$ cat config.mk
export PLATFORM = sky130hd
export DESIGN_NAME = fetch_unit
export DESIGN_NICKNAME = d
export VERILOG_FILES = /design/src/rtl/fetch_unit.sv
export SDC_FILE = /design/constraint.sdc
export NUM_CORES = 1
export LEC_CHECK = 0
export ABC_AREA = 1
export CAP_MARGIN = 30
export CORE_AREA = 2 2 150 152
export DETAILED_ROUTE_END_ITERATION = 8
export DIE_AREA = 0 0 152 154
export PLACE_DENSITY_LB_ADDON = 0.25
export SLEW_MARGIN = 10
export SYNTH_ARGS = -nofsm -noshare
export SYNTH_HDL_FRONTEND = slang
export SYNTH_SLANG_ARGS = --single-unit
export TNS_END_PERCENT = 50
$ cat constraint.sdc
create_clock -name Clock -period 1.54 [get_ports Clock]
set_input_delay 0.308 -clock Clock [delete_from_list [all_inputs] [get_ports Clock]]
set_output_delay 0.308 -clock Clock [all_outputs]
set_load 0.05 [all_outputs]
$ cat src/rtl/fetch_unit.sv
// Fetch stage: samples PC, keeps one instruction-memory request outstanding and buffers returned words for decode.
// Define FETCH_MISALIGN_CHECK_EN to turn misaligned PCs into fault entries (adds instr_misaligned).
module fetch_unit #(
    parameter int          DEPTH       = 2,
    parameter logic [31:0] RESET_INSTR = 32'h00000013
) (
    input  logic        Clock,
    input  logic        nReset,
    input  logic [31:0] PC,
    input  logic        flush,
    output logic        pc_stall,
    output logic        imem_req,
    output logic [31:0] imem_addr,
    input  logic        imem_gnt,
    input  logic        imem_rvalid,
    input  logic [31:0] imem_rdata,
    output logic        instr_valid,
    input  logic        instr_ready,
    output logic [31:0] instr,
    output logic [31:0] instr_pc
`ifdef FETCH_MISALIGN_CHECK_EN
    ,
    output logic        instr_misaligned
`endif
);

    localparam int AW = (DEPTH > 1) ? $clog2(DEPTH) : 1;
    localparam int CW = $clog2(DEPTH) + 1;
    localparam logic [CW-1:0] DEPTH_C = CW'(DEPTH);
    localparam logic [CW-1:0] ONE_C   = CW'(1);
    localparam logic [AW-1:0] PTR_INC = AW'(1);

    typedef enum logic [1:0] {
        S_IDLE    = 2'd0,
        S_REQ     = 2'd1,
        S_WAIT    = 2'd2,
        S_DISCARD = 2'd3
    } state_t;

    state_t         state_r;
    logic           outstanding_r;
    logic           req_r;
    logic [31:0]    addr_r;
    logic [31:0]    instr_mem_r [DEPTH];
    logic [31:0]    pc_mem_r    [DEPTH];
    logic [AW-1:0]  wr_ptr_r;
    logic [AW-1:0]  rd_ptr_r;
    logic [CW-1:0]  count_r;
    logic [CW-1:0]  count_next_s;
    logic           empty_s;
    logic           pop_s;
    logic           push_s;
    logic           rx_push_s;
    logic           fault_s;
    logic           issue_ok_s;
    logic           space_s;
    logic [31:0]    push_instr_s;
    logic [31:0]    push_pc_s;
`ifdef FETCH_MISALIGN_CHECK_EN
    logic           mis_mem_r [DEPTH];
    logic           mis_pending_r;
`endif

    // Buffer bookkeeping and issue qualification
    always_comb begin
        empty_s   = (count_r == {CW{1'b0}});
        pop_s     = !empty_s && instr_ready && !flush;
        space_s   = (count_r + {{(CW-1){1'b0}}, outstanding_r}) < DEPTH_C;
        rx_push_s = (state_r == S_WAIT) && imem_rvalid && !flush;
`ifdef FETCH_MISALIGN_CHECK_EN
        issue_ok_s = (PC[1:0] == 2'b00) && !mis_pending_r;
        fault_s    = (state_r == S_IDLE) && !flush && space_s && !mis_pending_r && (PC[1:0] != 2'b00);
`else
        issue_ok_s = 1'b1;
        fault_s    = 1'b0;
`endif
        push_s = rx_push_s || fault_s;
        if (fault_s) begin
            push_instr_s = RESET_INSTR;
            push_pc_s    = PC;
        end else begin
            push_instr_s = imem_rdata;
            push_pc_s    = addr_r;
        end
        // flush wins over any same-cycle push or pop
        if (flush) begin
            count_next_s = {CW{1'b0}};
        end else if (push_s && !pop_s) begin
            count_next_s = count_r + ONE_C;
        end else if (pop_s && !push_s) begin
            count_next_s = count_r - ONE_C;
        end else begin
            count_next_s = count_r;
        end
    end

    // Request FSM with registered request outputs
    always_ff @(posedge Clock or negedge nReset) begin
        if (!nReset) begin
            state_r       <= S_IDLE;
            outstanding_r <= 1'b0;
            req_r         <= 1'b0;
            addr_r        <= 32'h0000_0000;
        end else begin
            case (state_r)
                S_IDLE: begin
                    if (!flush && space_s && issue_ok_s) begin
                        state_r <= S_REQ;
                        req_r   <= 1'b1;
                        addr_r  <= PC;
                    end else begin
                        state_r <= S_IDLE;
                        req_r   <= 1'b0;
                    end
                end
                S_REQ: begin
                    if (imem_gnt) begin
                        req_r         <= 1'b0;
                        outstanding_r <= 1'b1;
                        state_r       <= flush ? S_DISCARD : S_WAIT;
                    end else if (flush) begin
                        req_r   <= 1'b0;
                        state_r <= S_IDLE;
                    end else begin
                        req_r   <= 1'b1;
                        state_r <= S_REQ;
                    end
                end
                S_WAIT: begin
                    if (imem_rvalid) begin
                        outstanding_r <= 1'b0;
                        if (!flush && (count_next_s < DEPTH_C) && issue_ok_s) begin
                            state_r <= S_REQ;
                            req_r   <= 1'b1;
                            addr_r  <= PC;
                        end else begin
                            state_r <= S_IDLE;
                            req_r   <= 1'b0;
                        end
                    end else if (flush) begin
                        state_r <= S_DISCARD;
                    end else begin
                        state_r <= S_WAIT;
                    end
                end
                S_DISCARD: begin
                    if (imem_rvalid) begin
                        outstanding_r <= 1'b0;
                        state_r       <= S_IDLE;
                    end else begin
                        state_r <= S_DISCARD;
                    end
                end
                default: begin
                    state_r       <= S_IDLE;
                    req_r         <= 1'b0;
                    outstanding_r <= 1'b0;
                end
            endcase
        end
    end

    // Instruction buffer storage and pointers
    always_ff @(posedge Clock or negedge nReset) begin
        if (!nReset) begin
            wr_ptr_r <= {AW{1'b0}};
            rd_ptr_r <= {AW{1'b0}};
            count_r  <= {CW{1'b0}};
            for (int i = 0; i < DEPTH; i++) begin
                instr_mem_r[i] <= RESET_INSTR;
                pc_mem_r[i]    <= 32'h0000_0000;
`ifdef FETCH_MISALIGN_CHECK_EN
                mis_mem_r[i]   <= 1'b0;
`endif
            end
        end else begin
            count_r <= count_next_s;
            if (flush) begin
                wr_ptr_r <= {AW{1'b0}};
                rd_ptr_r <= {AW{1'b0}};
            end else begin
                if (push_s) begin
                    instr_mem_r[wr_ptr_r] <= push_instr_s;
                    pc_mem_r[wr_ptr_r]    <= push_pc_s;
`ifdef FETCH_MISALIGN_CHECK_EN
                    mis_mem_r[wr_ptr_r]   <= fault_s;
`endif
                    wr_ptr_r <= wr_ptr_r + PTR_INC;
                end
                if (pop_s) begin
                    rd_ptr_r <= rd_ptr_r + PTR_INC;
                end
            end
        end
    end

`ifdef FETCH_MISALIGN_CHECK_EN
    // A fault entry blocks further issue until decode consumes it or a flush removes it
    always_ff @(posedge Clock or negedge nReset) begin
        if (!nReset) begin
            mis_pending_r <= 1'b0;
        end else if (flush) begin
            mis_pending_r <= 1'b0;
        end else if (fault_s) begin
            mis_pending_r <= 1'b1;
        end else if (pop_s && mis_mem_r[rd_ptr_r]) begin
            mis_pending_r <= 1'b0;
        end else begin
            mis_pending_r <= mis_pending_r;
        end
    end
`endif

    // Head-of-buffer presentation to decode
    always_comb begin
        instr_valid = !empty_s;
        if (empty_s) begin
            instr    = RESET_INSTR;
            instr_pc = 32'h0000_0000;
        end else begin
            instr    = instr_mem_r[rd_ptr_r];
            instr_pc = pc_mem_r[rd_ptr_r];
        end
`ifdef FETCH_MISALIGN_CHECK_EN
        if (empty_s) begin
            instr_misaligned = 1'b0;
        end else begin
            instr_misaligned = mis_mem_r[rd_ptr_r];
        end
`endif
    end

    assign imem_req  = req_r;
    assign imem_addr = addr_r;
    assign pc_stall  = !(req_r && imem_gnt);

endmodule

==> results.md, run 1 <==
* Clock Sinks at 168
* Unrepaired setup endpoints after global routing: yes
* Power Total at 21.9 mW
* Die Height at 154 um
* First-pass GRT wire length at 33.9 mm
* Synth-to-layout area growth at 81.8%
* Largest cells by area after synthesis: dfrtp_1, o21ai_0, nand2_1, nor2_1, inv_1
* Antenna violations before repair at 0
* Slew @ Worst Pin at 0.397 ns
* DP Wirelength at 13.7 mm
* Worst Clk Skew at 0.00931 ns
* Vias in the first global route at 6,518
* Syn Inst Count at 907
* Period utilisation layout at 134%
* CP Class: flip-flop to output port
* R2r endpoint: imem_addr[25]
* CP startpoint kind: flip-flop
* Max VDD drop at 1.68 mV
* Root Driver: clkbuf_16
* Max Transition Viols Final at 0
* Mean Syn Cell Area at 8.25 sq um
* Clock buffer depth at 2
* Clk_lat worst skew at 0.43 ns
* Non-Filler Instances at 1,415
* Leakage power at 6.12 nW
* Count leader, synth: nand2_1
* Setup crit end kind: output port
* GP Congestion at 0.836
* Core box area at 21,700 sq um
* DRT iter0 DRCs at 385
* Inserted Clock Buffers at 17
* Filler instances at 1,732
* Gr usage total at 18.0%
* Hold WS at 0.323 ns
* Post-synthesis sequential area ratio at 56.3%
* Boundary Pins at 169
* Mapped Area at 7490 sq um
* Final setup margin at -0.526 ns
* DR pass1 iterations at 5
* FF-to-FF setup slack at -0.32 ns
* Final Hold Fails at 0
* Vias per cell at 4.87
* Final WL at 24.6 mm
* Initial Util at 34.5%
* Inst Count DP at 1,342
* # DRC at 0
* Crit path DAT at 1.76 ns
* Syn Nets at 985
* FMAX at 484 MHz
* Power Density at 1610 nW/um^2
* Worst slew margin at 73.5%
* Synth area leader: dfrtp_1
* Cell depth of the worst flop-to-flop path at 13
* Maximum level of the CTS H-tree at 4
* Dpl ws at -0.460 ns
* Yosys reg bits at 168
* Die area at 23,400 sq um
* Crit path launch: count_r[1]
* Prevailing post-synth register cell: dfrtp_1
* Die width at 152 um
* CTS tree: built
* Crit path required time at 1.23 ns
* DR WL/cell at 17.4 um
* Synth cell types at 23
* Worst Hold Class: input port to async pin
* Number of synthesized flops with an enable pin at 0
* Status: complete, but fails checks
* Max-cap violations at 0
* Setup_tns at -47.29 ns
* Crit path max fanout at 25
* Final setup viols at 217
* Vias at 6,895
* Synth top cells by count: nand2_1, o21ai_0, dfrtp_1
* Failing checks: setup timing
* Post-layout net count at 1,200
* # rows at 54
* Clock transition at path regs at 0.07 ns
* Min cycle time layout at 2.07 ns
* PortBufs at 168
* Routed Antenna Nets at 0
* # diodes at 0
* CP Capture Point: instr[15]
* Ys async rst share at 100%
* Share of the synthesized area in the top cell type at 54.2%
* Layout cell share with drive strength beyond 1 at 42.3%
* Yosys warning total at 0
* Largest net degree at the start of global routing at 58
* RR Startpoint: count_r[1]
* Overflow after GRT at 0
-- cells by family after synthesis --
logic type | synth area share, %
AO/OA/AOI/OAI | 13.8
flip-flops | 56.3
buffers and inverters | 7.62
adder cells (fa/ha/maj) | 1.34
AND/OR/NAND/NOR | 21.0
-- power by group --
part,internal (mW),switching (mW)
sequential,5.75,1.45
combinational,4.68,5.66
clock,2.50,1.88
total,12.9,8.99
-- through the flow --
| step | utilization (%) | area [sq um] |
|---|---|---|
| after floorplan | - | 8210 |
| after global placement | 52.8 | 11400 |
| after detailed placement | 52.8 | 11400 |
| after CTS | 57.0 | 12400 |
| final | 62.7 | 13600 |
| after global routing | 62.7 | 13600 |
-- state kept, by name (all words and copies together) (netlist names) --
register,flops
count_r,2
imem_addr,32
imem_req,1
instr_mem_r,64
outstanding_r,1
pc_mem_r,64
rd_ptr_r,1
state_r,2
wr_ptr_r,1
-- cell usage in the layout, fill, tap and decap left out, types with 6 or more instances in the layout --
master             n
dfrtp_1          159
o21ai_2           53
nand3_1           33
buf_6              6
nor2_4            65
nand2_2           56
dfstp_2            6
buf_12           120
inv_1             74
a21oi_1            8
nor2_2            12
ha_1               6
nor2_1            47
clkbuf_16         33
nand3_2            7
nand2_4           28
buf_8              6
o21ai_0           45
buf_4             30
nand2_1          135
clkdlybuf4s50_1   68
o21ai_1           75
o21ai_4           20
-- timing repair --
action | CTS | global route
setup buffers | 3 | 13
endpoints found under the hold margin | 28 | 0
endpoints found under the setup margin | 221 | 227
gates resized for setup | 72 | 266
hold buffers | 1 | 0
pin swaps | 13 | 18
gates cloned | 3 | 22
-- area by class of cell --
type	instances	area [sq um]	area share (%)
clock inverter	12	139	1.02
inverter	81	343	2.52
sequential	168	4220	31.0
multi-input combinational	602	4090	30.0
timing repair buffer	252	4010	29.5
clock buffer	20	457	3.36
tap	280	350	2.57
-- worst min-delay path by stage --
stage | slack, ns | from | cells after the start | end
floorplan | 0.01 | nReset | 0 | count_r[0]
CTS | 0.33 | nReset | 2 | imem_addr[7]
finish | 0.32 | nReset | 2 | imem_addr[7]
global placement | 0.22 | nReset | 1 | imem_addr[7]
global route | 0.33 | nReset | 2 | imem_addr[7]
detailed placement | 0.23 | nReset | 1 | imem_addr[7]
-- routing by layer --
metal  GRT usage, %  share of wire (%)  vias to the layer above
met5              0                  0                        -
met4           5.52                1.4                        0
met3           5.69                6.3                       24
met2           28.9                 50                      202
met1           23.4                 42                     3331
li1               -                  -                     3338
-- critical path, stage by stage (launching register included) --
cell	delay, ns
dfrtp_1	0.37
inv_2	0.06
ha_4	0.18
clkinv_8	0.08
buf_12	0.18
o21ai_1	0.13
nor2_4	0.16
buf_12	0.14
Power figures use the tool's default switching activity.
==> run 2, diff against run 1 <==
- CORE_AREA: 2 2 150 152 -> 5 5 153 155
- DIE_AREA: 0 0 152 154 -> 0 0 158 160
- clock period: 1.54 -> 1.8 ns (I/O delays scaled with it)
==> results.md, run 2 (synthesized netlist as in run 1, its figures left out) <==
* NetSw at 6.54 mW (-27%)
* Inst Count DP at 1,332 (-0.75%)
* Setup_tns at -19.29 ns (+28.00 ns)
* Boundary Pins at 169 (unchanged)
* Inserted Clock Buffers at 17 (unchanged)
* Cell seen most often among critical-path stages: buf_12
* Die width at 158 um (+3.9%)
* Power Density at 1370 nW/um^2 (-15%)
* Layout cell share with drive strength beyond 1 at 27.4% (-15 points)
* Buffers & Inverters on Critical Path at 5 (+1)
* Maximum level of the CTS H-tree at 4 (unchanged)
* Failing checks: setup timing
* Leakage power at 5.54 nW (-9.5%)
* Clk_lat worst skew at 0.42 ns (about the same)
* Sw Share at 40.5% (-0.50 points)
* Crit path max fanout at 6 (-76%)
* Placed Instance Area at 10,700 sq um (-6.4%)
* Non-Filler Instances at 1,378 (-2.6%)
* Largest net degree at the start of global routing at 48 (-17%)
* Antenna violations before repair at 0 (unchanged)
* Period utilisation layout at 120%
* R2r endpoint: imem_addr[8]
* Max-cap violations at 0 (unchanged)
* Critical path depth in cells at 8 (+1)
* Slew @ Worst Pin at 0.335 ns (-0.0617 ns)
* Crit path launch: count_r[1]
* Most common cell after layout, fill and taps aside: nand2_1
* Synth-to-layout area growth at 57.6%
* Post-layout net count at 1,163 (-3.1%)
* Critical Path, Cell by Cell: inv_2 > ha_4 > inv_6 > buf_12 > clkbuf_16 > o21ai_0 > nor2_4 > buf_12
* CP Class: flip-flop to output port
* RR Startpoint: state_r[0]
* Seq pwr share at 35.4% (+2.6 points)
* Family with the most delay on the worst path: buffers and inverters
* Core box area at 21,700 sq um (unchanged)
* Setup crit end kind: output port
* Delay of the slowest critical-path stage at 0.36 ns (about the same)
* DP Wirelength at 13.6 mm (-0.96%)
* CP startpoint kind: flip-flop
* CP max stage cell: dfrtp_1
* Worst Hold Class: input port to async pin
* Final setup viols at 65 (-70%)
* Max VDD drop at 1.01 mV (-40%)
* Most frequent cells in the layout: nand2_1, dfrtp_1, o21ai_0
* Die Height at 160 um (+3.9%)
* Final setup margin at -0.363 ns (+0.163 ns)
* Cell depth of the worst flop-to-flop path at 12 (-1)
* Pint at 9.61 mW (-26%)
* Worst slew margin at 77.4% (+3.9 points)
* CP Capture Point: instr_pc[26]
* Clock transition at path regs at 0.07 ns (about the same)
* Max Transition Viols Final at 0 (unchanged)
* Combinational power share at 41.4% (-5.8 points)
* DR WL/cell at 15.3 um (-12%)
* DRT iter0 DRCs at 284 (-26%)
* Min cycle time layout at 2.16 ns
* Overflow after GRT at 0 (unchanged)
* # DRC at 0 (unchanged)
* CTS tree: built
* # diodes at 0 (unchanged)
* GP Congestion at 0.756 (-9.5%)
* Filler instances at 1,957 (+13%)
* Root Driver: clkbuf_16
* First-pass GRT wire length at 34.3 mm (+1.2%)
* Clock network power share at 23.2% (+3.2 points)
* Gr usage total at 17.0% (-0.98 points)
* Final Hold Fails at 0 (unchanged)
* FF-to-FF setup slack at 0.12 ns (+0.44 ns)
* PortBufs at 168 (unchanged)
* Design Area, Final at 11,800 sq um (-13%)
* Status: complete, but fails checks
* DR pass1 iterations at 5 (unchanged)
* Vias in the first global route at 6,490 (-0.43%)
* Routed Antenna Nets at 0 (unchanged)
* Clock buffer depth at 2 (unchanged)
* Vias at 6,544 (-5.1%)
* Die area at 25,300 sq um (+8.0%)
* Crit path DAT at 1.80 ns (+0.04 ns)
* Initial Util at 34.5% (unchanged)
* # rows at 54 (unchanged)
* FMAX at 462 MHz
* Unrepaired setup endpoints after global routing: yes
* Final WL at 21.1 mm (-14%)
* Clock Sinks at 168 (unchanged)
* Worst Clk Skew at 0.00823 ns (-0.00108 ns)
* Vias per cell at 4.75 (-2.5%)
* Crit path required time at 1.44 ns (+0.21 ns)
## run 2: layout make-up
type	instances	area (sq um)	area share [%]
inverters	81	309	2.62
well taps	280	350	2.97
repair buffers	217	3020	25.6
clock inverters	11	135	1.15
clock buffers	21	470	3.99
multi-input cells	600	3300	27.9
flip-flops and latches	168	4210	35.7
## run 2: per-stage QoR
| stage | total power, mW | hold slack, ns | utilization [%] | setup WS, ns |
|---|---|---|---|---|
| 2_1_floorplan | 9.71 | 0.0644 | - | -0.176 |
| 5_1_grt | 17.2 | 0.422 | 54.4 | -0.460 |
| 3_3_place_gp | 12.0 | 0.271 | 49.4 | -0.142 |
| 4_1_cts | 16.2 | 0.380 | 53.6 | -0.450 |
| 3_5_place_dp | 12.1 | 0.272 | 49.4 | -0.159 |
| 6_report | 16.2 | 0.384 | 54.4 | -0.363 |
## run 2: how the worst min path moves through the flow
stage | from | endpoint | cells past startpoint
floorplan | nReset | count_r[0] | 0
global placement | nReset | imem_addr[6] | 1
detailed placement | nReset | imem_addr[6] | 1
CTS | nReset | imem_addr[6] | 2
global route | nReset | imem_addr[6] | 2
finish | nReset | imem_addr[6] | 2
## run 2: power by group through the flow
| stage | logic, mW | clock network (mW) | registers (mW) |
|---|---|---|---|
| floorplan | 2.92 | 0 | 6.79 |
| global placement | 6.27 | 0 | 5.69 |
| detailed placement | 6.39 | 0 | 5.70 |
| CTS | 6.71 | 3.85 | 5.68 |
| global route | 7.30 | 4.00 | 5.89 |
| finish | 6.68 | 3.75 | 5.72 |
## run 2: worst reg2reg max path: stages, from the launching register on
cell     delay, ns
dfrtp_1       0.40
inv_2         0.11
ha_4          0.16
nand2_4       0.07
nor2_4        0.13
nand2_2       0.08
nand3_2       0.08
nand3_2       0.09
nand2_4       0.10
nand2_4       0.07
buf_12        0.16
nand2_1       0.07
nand2_1       0.04
## run 2: layer usage
metal	global-route usage, %	vias to the layer above	share of wire [%]
li1	-	3248	-
met3	5.33	15	7.2
met4	3.84	0	0.96
met2	27.2	148	47
met5	0	-	0
met1	22.8	3133	45
## run 2: timing repair
item / CTS / global route
gates resized for setup: 58 / 61
endpoints found under the setup margin: 65 / 122
gates cloned: 5 / 1
hold buffers: 1 / 0
pin swaps: 10 / 30
setup buffers: 6 / 3
endpoints found under the hold margin: 28 / 0
==> run 3, diff against run 2 <==
- SKIP_LAST_GASP: unset -> 1
==> results.md, run 3 (synthesized netlist as in run 1, its figures left out) <==
* Combinational power share at 41.4% (about the same)
* Gr usage total at 17.0% (-0.039 points)
* DRT iter0 DRCs at 278 (-2.1%)
* Die width at 158 um (unchanged)
* Final WL at 21.0 mm (-0.19%)
* FMAX at 462 MHz (-0.10%)
* Inserted Clock Buffers at 17 (unchanged)
* Clock Sinks at 168 (unchanged)
* Cell depth of the worst flop-to-flop path at 12 (unchanged)
* # rows at 54 (unchanged)
* Min cycle time layout at 2.16 ns (+0.00224 ns)
* Overflow after GRT at 0 (unchanged)
* Die Height at 160 um (unchanged)
* Vias at 6,526 (-0.28%)
* # diodes at 0 (unchanged)
* Pint at 9.61 mW (about the same)
* Worst slew margin at 77.4% (about the same)
* Clock network power share at 23.2% (about the same)
* Crit path required time at 1.44 ns (about the same)
* DR pass1 iterations at 5 (unchanged)
* Final setup margin at -0.365 ns (-0.00224 ns)
* Power Density at 1370 nW/um^2 (-0.14%)
* Vias per cell at 4.73 (-0.35%)
* Unrepaired setup endpoints after global routing: yes
* DP Wirelength at 13.6 mm (unchanged)
* Max Transition Viols Final at 0 (unchanged)
* Filler instances at 1,964 (+0.36%)
* Slew @ Worst Pin at 0.335 ns (+0.0000311 ns)
* # DRC at 0 (unchanged)
* Crit path DAT at 1.80 ns (about the same)
* CTS tree: built
* GP Congestion at 0.756 (unchanged)
* First-pass GRT wire length at 34.2 mm (-0.12%)
* Power Total at 16.1 mW (-0.21%)
* Clk_lat worst skew at 0.42 ns (about the same)
* Most common cell after layout, fill and taps aside: nand2_1
* Worst Clk Skew at 0.00884 ns (+0.000607 ns)
* CP Class: flip-flop to output port
* Routed Antenna Nets at 0 (unchanged)
* Inst Count DP at 1,332 (unchanged)
* Maximum level of the CTS H-tree at 4 (unchanged)
* Worst Hold Class: input port to async pin
* Max VDD drop at 1.01 mV (+0.57%)
* Initial Util at 34.5% (unchanged)
* Setup crit end kind: output port
* CP startpoint kind: flip-flop
* Seq pwr share at 35.4% (about the same)
* Failing checks: setup timing
* NetSw at 6.51 mW (-0.52%)
* Leakage power at 5.54 nW (about the same)
* Crit path max fanout at 6 (unchanged)
* Die area at 25,300 sq um (unchanged)
* Root Driver: clkbuf_16
* Antenna violations before repair at 0 (unchanged)
* Non-Filler Instances at 1,379 (+0.073%)
* Synth-to-layout area growth at 57.4% (about the same)
* Clock transition at path regs at 0.07 ns (about the same)
* Final setup viols at 65 (unchanged)
* DR WL/cell at 15.3 um (-0.27%)
* Period utilisation layout at 120% (+0.12 points)
* PortBufs at 168 (unchanged)
* Final Hold Fails at 0 (unchanged)
* Boundary Pins at 169 (unchanged)
* Dpl ws at -0.159 ns (unchanged)
* Vias in the first global route at 6,476 (-0.22%)
* Sw Share at 40.4% (-0.12 points)
* Clock buffer depth at 2 (unchanged)
* Most frequent cells in the layout: nand2_1, dfrtp_1, o21ai_0
* Post-layout net count at 1,164 (+0.086%)
* Hold WS at 0.384 ns (-0.000102 ns)
* Status: complete, but fails checks
* Layout cell share with drive strength beyond 1 at 27.0% (-0.39 points)
* Largest net degree at the start of global routing at 48 (unchanged)
* Max-cap violations at 0 (unchanged)
* Core box area at 21,700 sq um (unchanged)
-- run 3: worst max-delay path, cell delays in order, from the launching register on --
cell,delay [ns]
dfrtp_1,0.36
inv_2,0.06
ha_4,0.17
inv_6,0.07
buf_12,0.15
clkbuf_16,0.15
o21ai_0,0.12
nor2_4,0.14
buf_12,0.15
-- run 3: through the flow --
stage / area (sq um) / utilization [%] / setup TNS, ns
after global routing: 11800 / 54.3 / -29.37
final: 11800 / 54.3 / -19.50
after global placement: 10700 / 49.4 / -8.52
after detailed placement: 10700 / 49.4 / -10.08
after floorplan: 7870 / - / -7.86
after CTS: 11600 / 53.4 / -24.67
-- run 3: final cells by class --
| cell class | instances | area [sq um] | share of cell area, % |
|---|---|---|---|
| Clock inverter | 11 | 135 | 1.15 |
| Inverter | 81 | 309 | 2.62 |
| Tap cell | 280 | 350 | 2.97 |
| Clock buffer | 21 | 470 | 3.99 |
| Timing Repair Buffer | 218 | 3040 | 25.8 |
| Multi-Input combinational cell | 600 | 3270 | 27.7 |
| Sequential cell | 168 | 4210 | 35.7 |
-- run 3: power by group through the flow --
stage          sequential [mW]  clock, mW  combinational, mW
2_1_floorplan             6.79          0               2.92
3_3_place_gp              5.69          0               6.27
3_5_place_dp              5.70          0               6.39
4_1_cts                   5.66       3.85               6.69
5_1_grt                   5.87       4.00               7.29
6_report                  5.71       3.74               6.67
-- run 3: worst paths after layout --
path,startpoint,to,slack (ns)
min in group Clock,instr_mem_r[31],instr_mem_r[31],0.48
hold / removal,nReset,imem_addr[6],0.38
setup reg to reg,state_r[0],imem_addr[8],0.05
hold reg to reg,instr_mem_r[31],instr_mem_r[31],0.48
max in group asynchronous,nReset,pc_mem_r[27],0.79
setup / recovery,count_r[1],instr_pc[26],-0.36
-- run 3: repair_timing --
action,in CTS,in global routing
setup buffers,6,4
pin swaps,9,31
gates resized for setup,46,64
endpoints found under the hold margin,28,0
hold buffers,1,0
setup endpoints to repair,65,122
gates cloned,5,1
-- run 3: metal layers --
metal | vias up | global-route usage, % | share of wire [%]
li1 | 3246 | - | -
met1 | 3111 | 22.9 | 44
met2 | 152 | 27.0 | 48
met3 | 17 | 5.30 | 7.5
met4 | 0 | 3.84 | 1.0
met5 | - | 0 | 0
